$ cat config.mk
export PLATFORM = sky130hd
export DESIGN_NAME = sh_ram_clr
export DESIGN_NICKNAME = d
export VERILOG_FILES = /design/src/rtl/sh_ram_clr.sv
export SDC_FILE = /design/constraint.sdc
export NUM_CORES = 1
export LEC_CHECK = 0
export ABC_AREA = 0
export CORE_UTILIZATION = 59
export DETAILED_ROUTE_END_ITERATION = 10
export GPL_TIMING_DRIVEN = 1
export PLACE_DENSITY = 0.78
export SLEW_MARGIN = 30
export SYNTH_ARGS = -nofsm -noshare
export SYNTH_HDL_FRONTEND = slang
export SYNTH_SLANG_ARGS = --single-unit
$ cat constraint.sdc
create_clock -name clk -period 2.6 [get_ports clk]
set_clock_uncertainty 0.1 [all_clocks]
set_input_delay 0.52 -clock clk [delete_from_list [all_inputs] [get_ports clk]]
set_output_delay 0.52 -clock clk [all_outputs]
set_load 0.01 [all_outputs]
$ cat src/rtl/sh_ram_clr.sv
// sh_ram_clr: dual-port RAM with hardware clear engine.
// Port A writes and reads; port B reads with a valid strobe.
module sh_ram_clr #(
   parameter int                    ADDR_WIDTH = 4,
   parameter int                    DATA_WIDTH = 8,
   parameter logic [DATA_WIDTH-1:0] INIT_VALUE = '0,
   parameter bit                    OUT_REG    = 1'b0
) (
   input  logic                  clk,
   input  logic                  rst,
   input  logic                  clr_req,
   output logic                  busy,
   input  logic                  we_a,
   input  logic [ADDR_WIDTH-1:0] addr_a,
   input  logic [DATA_WIDTH-1:0] din_a,
   output logic [DATA_WIDTH-1:0] dout_a,
   output logic                  wr_drop,
   input  logic                  re_b,
   input  logic [ADDR_WIDTH-1:0] addr_b,
   output logic [DATA_WIDTH-1:0] dout_b,
   output logic                  dout_b_valid
);

   localparam int DEPTH = 2 ** ADDR_WIDTH;

   typedef enum logic {
      S_CLEAR,
      S_IDLE
   } state_t;

   state_t                state;
   state_t                state_nxt;
   logic [ADDR_WIDTH-1:0] cnt;
   logic [ADDR_WIDTH-1:0] cnt_nxt;

   logic [DATA_WIDTH-1:0] ram [DEPTH];

   logic                  ram_we;
   logic [ADDR_WIDTH-1:0] ram_addr;
   logic [DATA_WIDTH-1:0] ram_din;

   logic [ADDR_WIDTH-1:0] addr_a_reg;
   logic [ADDR_WIDTH-1:0] addr_b_reg;
   logic                  rd_valid;
   logic [DATA_WIDTH-1:0] rd_a;
   logic [DATA_WIDTH-1:0] rd_b;

   assign busy = (state == S_CLEAR);

   // Next state and the single RAM write port: clear engine or port A
   always_comb begin
      state_nxt = state;
      cnt_nxt   = cnt;
      ram_we    = 1'b0;
      ram_addr  = addr_a;
      ram_din   = din_a;
      unique case (state)
         S_CLEAR: begin
            ram_we   = 1'b1;
            ram_addr = cnt;
            ram_din  = INIT_VALUE;
            cnt_nxt  = cnt + 1'b1;
            if (&cnt) begin
               state_nxt = S_IDLE;
            end
         end
         S_IDLE: begin
            ram_we = we_a;
            if (clr_req) begin
               state_nxt = S_CLEAR;
               cnt_nxt   = '0;
            end
         end
      endcase
   end

   // FSM state and clear counter
   always_ff @(posedge clk) begin
      if (rst) begin
         state <= S_CLEAR;
         cnt   <= '0;
      end else begin
         state <= state_nxt;
         cnt   <= cnt_nxt;
      end
   end

   // Array write; contents survive reset and are wiped by the clear
   always_ff @(posedge clk) begin
      if (ram_we && !rst) begin
         ram[ram_addr] <= ram_din;
      end
   end

   // Read address registers, dropped-write pulse, first valid stage
   always_ff @(posedge clk) begin
      if (rst) begin
         addr_a_reg <= '0;
         addr_b_reg <= '0;
         wr_drop    <= 1'b0;
         rd_valid   <= 1'b0;
      end else begin
         addr_a_reg <= addr_a;
         addr_b_reg <= addr_b;
         wr_drop    <= we_a && busy;
         rd_valid   <= re_b && !busy;
      end
   end

   // Reading through registered addresses makes same-cycle writes visible
   assign rd_a = ram[addr_a_reg];
   assign rd_b = ram[addr_b_reg];

   generate
      if (OUT_REG) begin : g_oreg
         logic [DATA_WIDTH-1:0] qa;
         logic [DATA_WIDTH-1:0] qb;
         logic                  qv;

         // Optional output register stage on both ports
         always_ff @(posedge clk) begin
            if (rst) begin
               qa <= '0;
               qb <= '0;
               qv <= 1'b0;
            end else begin
               qa <= rd_a;
               qb <= rd_b;
               qv <= rd_valid;
            end
         end

         assign dout_a       = qa;
         assign dout_b       = qb;
         assign dout_b_valid = qv;
      end else begin : g_comb
         assign dout_a       = rd_a;
         assign dout_b       = rd_b;
         assign dout_b_valid = rd_valid;
      end
   endgenerate

endmodule

==> impl_results.md <==
- Status: finished with violations
- Violations in the final reports: negative setup slack
- Layout cell share with drive strength beyond 1: 0.391
- Antenna fix cells: 0
- P per Cell Area: 701 mW/mm2
- Worst-Margin Slew: 1.00 ns
- Slowest CP cell: mux4_4
- IO Count: 40
- IO Port Bufs: 39
- Crit path cell chain: buf_12, mux4_4, a22oi_2, nand2_1, buf_2
- Max frequency: 0.366 GHz
- Final setup fails: 12
- Die W: 108 um
- Worst path max stage delay: 0.64 ns
- Area of the mapped netlist: 0.00666 mm2
- Initial antenna violation count: 0
- Critical setup path kind: flip-flop to output port
- Synth area leaders: edfxtp_1, mux4_2, mux4_1
- Fraction of registers with async set/reset: 0
- GRT Total Usage: 0.319
- Rel. slew slack: 0.329
- WL/cell: 28.7 um
- Total CTS buffers: 17
- Net count after synthesis: 385
- Hold Vio Cnt, Final: 0
- Remaining DRCs: 0
- Fin. max-slew vios: 0
- Clock transition at path regs: 0.06 ns
- P&R area growth vs syn: 22.9%
- Worst EP required: 1.98 ns
- CP bufs+invs: 2
- Max-cap violations: 0
- First-pass GRT wire length: 25600 um
- Cells after DPL: 540
- Min Tclk post-route: 2.74 ns
- Clock Sinks: 143
- Post-layout util: 0.748
- DRT iter0 DRCs: 592
- Initial cell density of the core: 0.609
- Synth area leader: edfxtp_1
- Synth Instances: 363
- Critical path data arrival time: 2.12 ns
- Number of flops mapped to enable cells by yosys: 128
- Mapped Avg Cell Area: 18.3 um2
- Top_reg_cell synth: edfxtp_1
- Root Buffer: clkbuf_16
- DR pass1 iterations: 6
- Worst setup margin: -0.135 ns
- Flop2flop setup slack: 0.36 ns
- Core area: 0.0109 mm2
- Layout Nets: 457
- DRT antenna net count: 0
- Largest net degree at the start of global routing: 33
- Crit. End Element: output port
- Fin area: 0.00818 mm2
- Worst hold-check path type: flip-flop to flip-flop
- Yosys cell types: 36
- Placed standard-cell area: 0.00730 mm2
- Max clock buf depth: 2
- Total wire length: 16800 um
- Total die area: 0.0117 mm2
- GR Overflow Total: 0
- Startpoint Class: flip-flop
- Most frequent cell after synthesis: edfxtp_1
- Leak: 2.88 nW
- Yosys top cell area share: 0.577
- Synth Register Bits: 143
- Register area share after synthesis: 0.622
- H-Tree Depth: 4
- GP Congestion: 0.800
- Std-Cell Rows: 38
- CTS Hold Buffers Added: 0
- Min Hold Slack: 0.428 ns
- CP Max Fanout: 7
- Die Ht: 108 um
- Unrepaired setup endpoints after global routing: yes
- Final HPWL DP: 10100 um
- CTS tree: yes
- VDD IR max: 0.499 mV
- Setup_tns: -0.733 ns
- Detailed-route via count: 4042
- Vias in the first global route: 4180
- Top Family by Delay on Critical Path: multiplexers
- Post-Layout Cell Count: 587
- Post-synth top cells: edfxtp_1, mux4_2, a22oi_1, mux4_1, nor2_1
- Ys Warns: 0
- Clock Latency Late Sink: 0.41 ns
- Drt via density: 6.89
- Crit share post-route: 1.05
[tightest hold or removal path, stage by stage, from the launching register on]
cell,delay (ns)
dfxtp_1,0.35
nand3_1,0.08
a21oi_1,0.06
[report_power, final]
group	switching, mW	leakage (nW)	total, mW	internal [mW]
Clock	0.909	0.306	2.69	1.79
Combinational	0.239	1.15	0.503	0.264
Sequential	0.0292	1.42	2.53	2.50
[worst paths after layout]
kind                                           from  cells after the start                   to
worst max-delay path                      flip-flop                      5            dout_b[7]
worst max register to register     state$_SDFF_PP0_                      3  ram[3][2]$_DFFE_PP_
worst min-delay path            cnt[3]$_SDFFE_PP0P_                      2     state$_SDFF_PP0_
worst min register to register  cnt[3]$_SDFFE_PP0P_                      2     state$_SDFF_PP0_
[routing by layer]
metal / up-vias / GRT usage / wire length [um]
met2: 283 / 0.521 / 8440
met5: - / 0 / 0
met3: 44 / 0.0796 / 1560
met1: 2053 / 0.414 / 6380
li1: 1662 / - / -
met4: 0 / 0.128 / 442
[cell families (layout without fill, tap and decap cells)]
kind of cell / count (synthesis) / after routing / share of synthesized area
adder cells (fa/ha/maj): 1 / 1 / 0.00188
AND/OR/NAND/NOR: 78 / 78 / 0.0571
buffers and inverters: 28 / 112 / 0.0304
AO/OA/AOI/OAI: 47 / 47 / 0.0520
multiplexers: 66 / 66 / 0.236
flip-flops: 143 / 143 / 0.622
[stage by stage]
stage	setup slack (ns)	power [mW]
3_5_place_dp	-0.0433	3.01
5_1_grt	-0.188	5.86
2_1_floorplan	0.584	2.82
4_1_cts	-0.107	5.73
6_report	-0.135	5.73
3_3_place_gp	-0.0179	3.00
[state kept, by name, indices dropped and copies added (netlist names), named ones only]
name,cells
wr_drop,1
dout_b_valid,1
cnt,4
state,1
ram,128
[area by class of cell]
class,count,area (um2)
Inverter,4,15.0
Clock buffer,19,433
Multi-Input combinational cell,192,2380
Clock inverter,12,215
Sequential cell,143,4150
Timing Repair Buffer,77,812
Tap cell,140,175
Fill cell,623,2750
[cell usage in the layout (no fill, tap or decap), drive strengths merged, types with 2 or more instances in the layout]
master         instances
o211ai                 4
nand2                 19
a31oi                  2
clkdlybuf4s50         23
edfxtp               128
buf                   54
a21oi                  3
a22oi                 32
nor2                  25
nand3                  2
clkinvlp               2
and2                  10
and3                   4
mux4                  64
clkinv                 3
nor2b                 12
clkbuf                19
and2b                  2
inv                    5
dfxtp                 15
bufinv                 6
[what timing repair did]
item | in CTS | in global routing
gates resized for setup | 129 | 9
endpoints found under the setup margin | 16 | 17
cloned | 4 | 0
setup buffers | 12 | 4
pin swaps | 31 | 15
(Power assumes the default switching activity.)
